<file path="config.mk">
export PLATFORM = sky130hd
export DESIGN_NAME = hazard_control_unit
export DESIGN_NICKNAME = d
export VERILOG_FILES = /design/src/rtl/hazard_control_unit_pkg.sv /design/src/rtl/hazard_control_unit_reg_match.sv /design/src/rtl/hazard_control_unit.sv
export SDC_FILE = /design/constraint.sdc
export NUM_CORES = 1
export LEC_CHECK = 0
export ABC_AREA = 1
export BUFFER_PORTS_ARGS = -buffer_cell sky130_fd_sc_hd__buf_2
export CORE_MARGIN = 2
export CORE_UTILIZATION = 33
export DETAILED_ROUTE_END_ITERATION = 8
export GPL_TIMING_DRIVEN = 1
export SYNTH_ARGS = -nofsm -noshare
export SYNTH_HDL_FRONTEND = slang
export SYNTH_SLANG_ARGS = --single-unit
</file>
<file path="constraint.sdc">
create_clock -name clk_i -period 1.7 [get_ports clk_i]
set_input_delay 0.34 -clock clk_i [delete_from_list [all_inputs] [get_ports clk_i]]
set_output_delay 0.34 -clock clk_i [all_outputs]
set_load 0.01 [all_outputs]
</file>
<file path="src/rtl/hazard_control_unit_pkg.sv">
// Shared encodings for the pipeline hazard controller: FSM states, register
// index constants and the bundle of stage-control enables.
package hazard_control_unit_pkg;

  localparam int REG_W = 5;
  localparam logic [REG_W-1:0] REG_ZERO = 5'd0;

  localparam logic [1:0] ST_RUN      = 2'd0;
  localparam logic [1:0] ST_MEM_WAIT = 2'd1;
  localparam logic [1:0] ST_TIMEOUT  = 2'd2;

  typedef struct packed {
    logic pc_write;
    logic ifid_write;
    logic idex_bubble;
    logic ifid_flush;
    logic pipe_freeze;
  } ctrl_t;

  localparam ctrl_t CTRL_RESET = '{pc_write: 1'b0, ifid_write: 1'b0, idex_bubble: 1'b1,
                                   ifid_flush: 1'b1, pipe_freeze: 1'b0};
  localparam ctrl_t CTRL_NORMAL = '{pc_write: 1'b1, ifid_write: 1'b1, idex_bubble: 1'b0,
                                    ifid_flush: 1'b0, pipe_freeze: 1'b0};
  localparam ctrl_t CTRL_FREEZE = '{pc_write: 1'b0, ifid_write: 1'b0, idex_bubble: 1'b0,
                                    ifid_flush: 1'b0, pipe_freeze: 1'b1};
  localparam ctrl_t CTRL_FLUSH = '{pc_write: 1'b1, ifid_write: 1'b1, idex_bubble: 1'b1,
                                   ifid_flush: 1'b1, pipe_freeze: 1'b0};
  localparam ctrl_t CTRL_STALL = '{pc_write: 1'b0, ifid_write: 1'b0, idex_bubble: 1'b1,
                                   ifid_flush: 1'b0, pipe_freeze: 1'b0};

endpackage

</file>
<file path="src/rtl/hazard_control_unit_reg_match.sv">
// Register-index comparator: true when the producer register equals the
// consumer register and is not the hard-wired zero register.
module hazard_control_unit_reg_match
  import hazard_control_unit_pkg::*;
(
  input  logic [REG_W-1:0] prod_i,
  input  logic [REG_W-1:0] cons_i,
  output logic             match_o
);

  assign match_o = (prod_i == cons_i) && (prod_i != REG_ZERO);

endmodule

</file>
<file path="src/rtl/hazard_control_unit.sv">
// Stall/flush controller for the 5-stage pipeline: load-use bubbles, taken
// branch flushes, data-memory wait freeze with timeout, and perf counters.
module hazard_control_unit
  import hazard_control_unit_pkg::*;
#(
  parameter int CNT_W      = 32,
  parameter int WAIT_LIMIT = 64
) (
  input  logic             clk_i,
  input  logic             reset_i,
  input  logic             idex_memread_i,
  input  logic [4:0]       idex_rt_i,
  input  logic [4:0]       ifid_rs_i,
  input  logic [4:0]       ifid_rt_i,
  input  logic             ifid_uses_rt_i,
  input  logic             ex_br_taken_i,
  input  logic             exmem_memacc_i,
  input  logic             dmem_ready_i,
  output logic             pc_write_o,
  output logic             ifid_write_o,
  output logic             idex_bubble_o,
  output logic             ifid_flush_o,
  output logic             pipe_freeze_o,
  output logic             mem_timeout_o,
  output logic [CNT_W-1:0] stall_count_o,
  output logic [CNT_W-1:0] flush_count_o
);

  localparam int WCNT_W = 16;
  localparam logic [WCNT_W-1:0] WAIT_LIMIT_C = WCNT_W'(WAIT_LIMIT);
  localparam logic [CNT_W-1:0]  CNT_MAX      = {CNT_W{1'b1}};

  logic [1:0]        state_q, state_d;
  logic [WCNT_W-1:0] wait_cnt_q, wait_cnt_d;
  logic              mem_timeout_q, mem_timeout_d;
  logic [CNT_W-1:0]  stall_count_q, stall_count_d;
  logic [CNT_W-1:0]  flush_count_q, flush_count_d;

  logic  rs_hit_s, rt_hit_s;
  logic  lu_s, ms_s;
  logic  run_decode_s, lu_stall_s, br_flush_s;
  ctrl_t ctrl_s;

  hazard_control_unit_reg_match u_rs_match (
    .prod_i  (idex_rt_i),
    .cons_i  (ifid_rs_i),
    .match_o (rs_hit_s)
  );

  hazard_control_unit_reg_match u_rt_match (
    .prod_i  (idex_rt_i),
    .cons_i  (ifid_rt_i),
    .match_o (rt_hit_s)
  );

  assign lu_s = idex_memread_i & (rs_hit_s | (ifid_uses_rt_i & rt_hit_s));
  assign ms_s = exmem_memacc_i & ~dmem_ready_i;

  // FSM next state, wait counter and Mealy stage-control decode
  always_comb begin
    state_d       = state_q;
    wait_cnt_d    = wait_cnt_q;
    mem_timeout_d = mem_timeout_q;
    ctrl_s        = CTRL_NORMAL;
    run_decode_s  = 1'b0;
    lu_stall_s    = 1'b0;
    br_flush_s    = 1'b0;
    case (state_q)
      ST_RUN: begin
        run_decode_s = 1'b1;
      end
      ST_MEM_WAIT: begin
        if (dmem_ready_i) begin
          run_decode_s = 1'b1;
          state_d      = ST_RUN;
          wait_cnt_d   = 16'd0;
        end else begin
          ctrl_s     = CTRL_FREEZE;
          wait_cnt_d = wait_cnt_q + 16'd1;
          if (wait_cnt_q == WAIT_LIMIT_C) begin
            state_d       = ST_TIMEOUT;
            mem_timeout_d = 1'b1;
          end else begin
            state_d = ST_MEM_WAIT;
          end
        end
      end
      ST_TIMEOUT: begin
        ctrl_s = CTRL_FREEZE;
      end
      default: begin
        ctrl_s  = CTRL_FREEZE;
        state_d = ST_RUN;
      end
    endcase

    // Frozen stage registers re-present any branch or load-use on release
    if (run_decode_s) begin
      if (ms_s) begin
        ctrl_s     = CTRL_FREEZE;
        state_d    = ST_MEM_WAIT;
        wait_cnt_d = 16'd1;
      end else if (ex_br_taken_i) begin
        ctrl_s     = CTRL_FLUSH;
        br_flush_s = 1'b1;
      end else if (lu_s) begin
        ctrl_s     = CTRL_STALL;
        lu_stall_s = 1'b1;
      end else begin
        ctrl_s = CTRL_NORMAL;
      end
    end else begin
      run_decode_s = 1'b0;
    end

    if (reset_i) begin
      ctrl_s        = CTRL_RESET;
      state_d       = ST_RUN;
      wait_cnt_d    = 16'd0;
      mem_timeout_d = 1'b0;
    end else begin
      mem_timeout_d = mem_timeout_d;
    end
  end

  // Saturating perf counters
  always_comb begin
    stall_count_d = stall_count_q;
    flush_count_d = flush_count_q;
    if ((ctrl_s.pipe_freeze | lu_stall_s) && (stall_count_q != CNT_MAX)) begin
      stall_count_d = stall_count_q + CNT_W'(1'b1);
    end else begin
      stall_count_d = stall_count_q;
    end
    if (br_flush_s && (flush_count_q != CNT_MAX)) begin
      flush_count_d = flush_count_q + CNT_W'(1'b1);
    end else begin
      flush_count_d = flush_count_q;
    end
  end

  // State and counter registers with synchronous reset
  always_ff @(posedge clk_i) begin
    if (reset_i) begin
      state_q       <= ST_RUN;
      wait_cnt_q    <= 16'd0;
      mem_timeout_q <= 1'b0;
      stall_count_q <= {CNT_W{1'b0}};
      flush_count_q <= {CNT_W{1'b0}};
    end else begin
      state_q       <= state_d;
      wait_cnt_q    <= wait_cnt_d;
      mem_timeout_q <= mem_timeout_d;
      stall_count_q <= stall_count_d;
      flush_count_q <= flush_count_d;
    end
  end

  assign pc_write_o    = ctrl_s.pc_write;
  assign ifid_write_o  = ctrl_s.ifid_write;
  assign idex_bubble_o = ctrl_s.idex_bubble;
  assign ifid_flush_o  = ctrl_s.ifid_flush;
  assign pipe_freeze_o = ctrl_s.pipe_freeze;
  assign mem_timeout_o = mem_timeout_q;
  assign stall_count_o = stall_count_q;
  assign flush_count_o = flush_count_q;

endmodule
</file>
==> results of run 1 <==
==> cell type report <==
type / instances / area share [%]
Tap cell: 188 / 2.76
Timing Repair Buffer: 258 / 24.4
Clock buffer: 10 / 2.80
Inverter: 88 / 4.14
Clock inverter: 6 / 0.763
Multi-Input combinational cell: 612 / 45.3
Sequential cell: 83 / 19.8
==> sequential cells by signal (all words and copies together) (netlist names) <==
name	cells
stall_count_o	32
wait_cnt_q	16
mem_timeout_o	1
flush_count_o	32
state_q	2
==> metal layers <==
layer	part of all wire, %	GRT usage, %	routed length, um	vias up
met5	0	0	0	-
met4	2.7	6.71	484	0
met3	4.9	4.24	883	44
met2	49	35.3	8850	186
met1	43	25.3	7780	2840
li1	-	-	-	3086
==> metrics by stage <==
step | cell area, um2 | TNS (ns) | hold WS (ns) | total power (W) | utilization, %
4_1_cts | 7570 | -4.30 | 0.339 | 0.00452 | 49.8
5_1_grt | 8530 | -11.89 | 0.414 | 0.00478 | 56.1
3_5_place_dp | 6680 | -2.96 | 0.443 | 0.00235 | 43.9
6_report | 8530 | -6.73 | 0.366 | 0.00462 | 56.1
3_3_place_gp | 6680 | -1.68 | 0.440 | 0.00235 | 43.9
2_1_floorplan | 5160 | -0.0250 | 0.447 | 0.00220 | -
==> worst register-to-register path, stage by stage (launching register included) <==
cell,delay [ns]
dfxtp_4,0.36
ha_4,0.14
nand2_4,0.06
nor2_4,0.14
nand2_4,0.07
nor2_4,0.12
nand3_2,0.09
nor3_2,0.20
nand2_2,0.14
nand2_4,0.12
buf_12,0.13
buf_16,0.13
nand2_1,0.08
a21oi_2,0.13
==> timing repair <==
item                                    4_1_cts  5_1_grt
gates resized for setup                      75      230
hold buffers                                  0        0
buffers inserted                             20       20
cloned                                        6        2
endpoints found under the setup margin       49       75
pin swaps                                    24       93
==> power by group through the flow <==
stage	sequential (W)	combinational (W)	clock (W)
2_1_floorplan	0.00201	0.000189	0
3_3_place_gp	0.00201	0.000340	0
3_5_place_dp	0.00201	0.000342	0
4_1_cts	0.00196	0.000482	0.00207
5_1_grt	0.00197	0.000654	0.00216
6_report	0.00197	0.000612	0.00204
==> cells in the final DEF, fill, tap and decap left out, drive strengths merged <==
cell type	count
a21oi	66
ha	4
o21a	1
bufinv	1
nand2	243
nor4	4
nor3b	3
dfxtp	83
xnor2	18
clkinv	5
nand3b	6
a211oi	2
nand3	69
o211ai	1
inv	87
o21bai	4
o21ai	12
xor2	31
a22oi	1
clkinvlp	1
clkbuf	12
nor3	35
buf	256
nand4	17
and3	2
nor2	93
==> kinds of logic (layout without fill, tap and decap cells) <==
| kind of cell | Yosys count | after routing | synth area share [%] |
|---|---|---|---|
| simple gates | 472 | 472 | 40.0 |
| buf+inv | 111 | 362 | 9.12 |
| compound gates | 87 | 87 | 9.04 |
| flops | 83 | 83 | 32.5 |
| xor+xnor | 49 | 49 | 8.38 |
| fa+ha+maj | 4 | 4 | 0.978 |
==> worst min-delay path by stage <==
stage	startpoint	to	cells after the start
after floorplan	wait_cnt_q[4]	wait_cnt_q[4]	2
after global placement	mem_timeout_o	mem_timeout_o	2
after detailed placement	mem_timeout_o	mem_timeout_o	2
after CTS	reset_i	wait_cnt_q[0]	4
after global routing	exmem_memacc_i	state_q[0]	5
final	exmem_memacc_i	state_q[0]	5
==> flow_summary.toml, run 1 <==
[setup_path]
crit_path_start = "stall_count_o[1]"
worst_setup_path_start_kind = "flip-flop"
r2r_end = "stall_count_o[12]"
critical_path_class = "reg -> reg"
worst-path-max-fanout = 6
critPathCaptureType = "flip-flop"
critPathArrivalTime_ns = 2.25
endpoint = "stall_count_o[12]"
crit_buf_inv = 2
path_depth = 13
crit_required_ns = 1.98
ff2ff_setup_slack_ns = -0.26
path_cells = "ha_4 -> nand2_4 -> nor2_4 -> nand2_4 -> nor2_4 -> nand3_2 -> nor3_2 -> nand2_2 -> nand2_4 -> buf_12 -> buf_16 -> nand2_1 -> a21oi_2"
slowest_stage = "dfxtp_4"
reg2reg_depth = 13
worst_r2r_startpoint = "stall_count_o[1]"
critPathMostFrequentCell = "nand2_4"
cpPeakStageDelay_ns = 0.36
cp_top_family = "simple AND/OR/NAND/NOR gates"

[flow_run]
drv_cap = 0

[place]
place_inst = 1188
port_buffers = 91
gp_congestion = 0.923
hpwl_mm = 11.7
dp_worst_setup_slack_ns = -0.169

[synth]
synth-seq-cells = 83
yosysTopAreaCell = "dfxtp_1"
ys.flop_type = "dfxtp_1"
async_flop_share_pct = 0
netlist_area_um2 = 5120
syn_inst = 806
synth_common_cells = "nand2_1, nor2_1, inv_1"
syn-num-nets = 832
synth_edf_count = 0
synth_area_per_cell_um2 = 6.35
synth_top_area_share_pct = 32.5
yosys_warnings = 0
synth_most_common_cell = "nand2_1"
ys_types = 33
synth.area.top_cells = "dfxtp_1, nand2_1, nand3_1"
ys_seq_area_share_pct = 32.5

[timing]
drv_slew = 0
clock_skew_ns = 0.00691
max_slew_margin_pct = 64.3
fin_crit_sh_pct = 116
max_freq_mhz = 509
hold_violations = 0
rsz0062_at_grt = "yes"
worst_pin_slew_ns = 0.536
setup_slack_ns = -0.264
finalSetupViolCount = 43
fin_crit_ns = 1.96

[pwr]
switching_power_w = 0.00119
switching_share_pct = 25.8
power.density_nw_per_um2 = 541
ir_drop_v = 0.000477
seqPwrFrac_pct = 42.6
power_leakage_nw = 3.80
intPower_w = 0.00342
p_clk_share_pct = 44.2
p_comb_share_pct = 13.3

[grt]
grt_pass1_wl_mm = 26.8
antenna_found_initial = 0
grt.overflow.total = 0
grt_max_degree = 40
grt_util_all_layers_pct = 20.4
grt_pass1_vias = 5585

[final_layout]
fin_nets = 1078
layout-drive-gt1-share_pct = 47.0
stdcell_count = 1245
fillers = 1417
area_delta_synth_final_pct = 66.6
diodes = 0
multiInputGateArea_um2 = 3860
regArea_um2 = 1690

[drt]
avgViaCountPerCell = 4.94
wirelength_mm = 18.0
vias = 6156
drtIter0Drc = 338
post_drt_wl_per_cell_um = 14.5
drc = 0
drtAntennaViolNets = 0
first_pass_iters = 5

[clock_network]
clk_pin_slew_worst_paths_ns = 0.06
clock-root-buffer = "clkbuf_16"
htreeDepth = 3
cts.path.max_buffers = 2
cts_sinks = 83
clk_latency_ns = 0.36
tritoncts = "built"
cts_made_buffers = 9

[floorplanning]
core_um2 = 15200
die_w_um = 129
rows = 45
ioPinCount = 92
die_area_um2 = 16500
die_h_um = 129
initial_core_util_pct = 33.7

[hold_path]
hold_class = "in -> reg"

[run_status]
status = "complete, but fails checks"
violations = "setup timing"
Note: power is estimated with default switching activity, not from simulation.
==> inputs of run 2 (changes only) <==
--- a/config.mk
+++ b/config.mk
@@ -11,6 +11,7 @@
 export CORE_UTILIZATION = 33
 export DETAILED_ROUTE_END_ITERATION = 8
 export GPL_TIMING_DRIVEN = 1
+export REMOVE_ABC_BUFFERS = 1
 export SYNTH_ARGS = -nofsm -noshare
 export SYNTH_HDL_FRONTEND = slang
 export SYNTH_SLANG_ARGS = --single-unit
==> run 2 against run 1 <==
The flow still finishes with violations (setup timing). Wire length shrank 9.7%. Hold slack better by 0.088 ns. Critical path depth shrank 3. First-iteration DRC count down 9.5%. Via count decreased by 4.2%. Global-route usage down 0.21 points. Sequential share of layout area grew 2.5 points. Total power is 4.5% lower. Sequential power is essentially flat. Clock power decreased by 2%. Critical endpoint is now idex_bubble_o.
==> flow_summary.toml, run 2 (synthesis results as in run 1) <==
[timing]
drv_slew = 0
whs_ns = 0.454
fin_crit_sh_pct = 110
setup_tns_ns = -2.76
max_slew_margin_pct = 69.4
max_freq_mhz = 533
finalSetupViolCount = 35
worst_pin_slew_ns = 0.455
rsz0062_at_grt = "yes"
fin_crit_ns = 1.88
hold_violations = 0
setup_slack_ns = -0.176
clock_skew_ns = 0.00854

[hold_path]
hold_class = "in -> reg"
min_from = "dmem_ready_i"
whs_path_depth = 5
worstHoldEndpoint = "state_q[0]"

[setup_path]
worst-path-max-fanout = 2
critPathMostFrequentCell = "inv_2"
r2r_end = "stall_count_o[23]"
critPathArrivalTime_ns = 1.54
reg2reg_depth = 9
cp_top_family = "buffers and inverters"
critPathCaptureType = "primary output"
worst_setup_path_start_kind = "flip-flop"
critical_path_class = "reg -> out"
crit_required_ns = 1.36
cpPeakStageDelay_ns = 0.32
crit_buf_inv = 5
slowest_stage = "dfxtp_2"
path_cells = "inv_2 -> o21ai_2 -> nor2_2 -> inv_2 -> nor2_4 -> buf_6 -> inv_2 -> nand2_2 -> o21bai_4 -> buf_6"
ff2ff_setup_slack_ns = -0.10
worst_r2r_startpoint = "stall_count_o[0]"

[final_layout]
layout-drive-gt1-share_pct = 34.5
final_common_cell = "nand2_1"
area_delta_synth_final_pct = 47.0
final_cell_mix = "nand2_1, buf_4, buf_2"
stdcell_count = 1220
fin_nets = 1054
fillers = 1567
diodes = 0

[drt]
post_drt_wl_per_cell_um = 13.3
drtIter0Drc = 306
drtAntennaViolNets = 0
wirelength_mm = 16.3
drc = 0
avgViaCountPerCell = 4.83
first_pass_iters = 4
vias = 5897

[place]
port_buffers = 91
hpwl_mm = 11.8
place_inst = 1183
gp_congestion = 0.964

[grt]
antenna_found_initial = 0
grt_pass1_vias = 5525
grt.overflow.total = 0
grt_max_degree = 59
grt_pass1_wl_mm = 26.6
grt_util_all_layers_pct = 20.2

[floorplanning]
initial_core_util_pct = 33.7
die_w_um = 129
ioPinCount = 92
rows = 45
die_area_um2 = 16500
die_h_um = 129
core_um2 = 15200

[clock_network]
postCtsHoldBufs = 0
cts_made_buffers = 9
clk_latency_ns = 0.34
clk_pin_slew_worst_paths_ns = 0.06
tritoncts = "built"
clock-root-buffer = "clkbuf_16"
htreeDepth = 3
cts.path.max_buffers = 2
cts_sinks = 83

[pwr]
switching_power_w = 0.00106
ir_drop_v = 0.000543
power.density_nw_per_um2 = 586
p_comb_share_pct = 9.9
power_leakage_nw = 3.33
intPower_w = 0.00335
p_clk_share_pct = 45.5
power_w = 0.00441
switching_share_pct = 23.9
seqPwrFrac_pct = 44.6

[run_status]
violations = "setup timing"
status = "complete, but fails checks"

[flow_run]
drv_cap = 0
## run 2: cell type report
cell class / count / area (um2) / area share (%)
clock buffer: 13 / 260 / 3.46
clock inverter: 2 / 35.0 / 0.466
inverter: 88 / 335 / 4.46
sequential: 83 / 1680 / 22.3
tap: 188 / 235 / 3.13
timing repair buffer: 234 / 1650 / 21.9
multi-input combinational: 612 / 3330 / 44.3
## run 2: metrics by stage
stage	area (um2)	utilization (%)	setup slack [ns]
4_1_cts	7180	47.3	-0.219
6_report	7520	49.5	-0.176
5_1_grt	7520	49.5	-0.289
2_1_floorplan	4980	-	-0.855
3_5_place_dp	6640	43.7	-0.0901
3_3_place_gp	6640	43.7	-0.0677
## run 2: tightest hold or removal path, stage by stage
cell and delay (ns):
buf_2 0.11, o21ai_2 0.07, inv_1 0.05, nand2_1 0.06, a21oi_1 0.13
## run 2: how the worst max path moves through the flow
stage | cells past startpoint | slack (ns) | startpoint | to
after global placement | 12 | -0.07 | dmem_ready_i | idex_bubble_o
after floorplan | 10 | -0.86 | flush_count_o[0] | flush_count_o[0]
after global routing | 9 | -0.29 | state_q[0] | pipe_freeze_o
final | 10 | -0.18 | state_q[0] | idex_bubble_o
after detailed placement | 13 | -0.09 | dmem_ready_i | flush_count_o[18]
after CTS | 10 | -0.22 | state_q[1] | idex_bubble_o
## run 2: power by group through the flow
stage	Clock [W]	Sequential, W	Combinational [W]
after CTS	0.00205	0.00196	0.000402
after global routing	0.00213	0.00197	0.000480
final	0.00200	0.00197	0.000438
after floorplan	0	0.00201	0.000141
after detailed placement	0	0.00200	0.000347
after global placement	0	0.00200	0.000345
## run 2: what timing repair did
action                                  CTS  global route
pin swaps                                 6            31
cloned                                    2             0
buffers inserted                         17             9
endpoints found under the setup margin   68            72
resized for setup                        35           102
endpoints found under the hold margin     0             0
## run 2: metal layers
metal / global-route usage (%) / vias to the layer above / part of all wire, %
met5: 0 / - / 0
met4: 6.01 / 0 / 1.8
met3: 3.91 / 19 / 5.0
met2: 32.6 / 142 / 46
met1: 27.4 / 2693 / 47
li1: - / 3043 / -
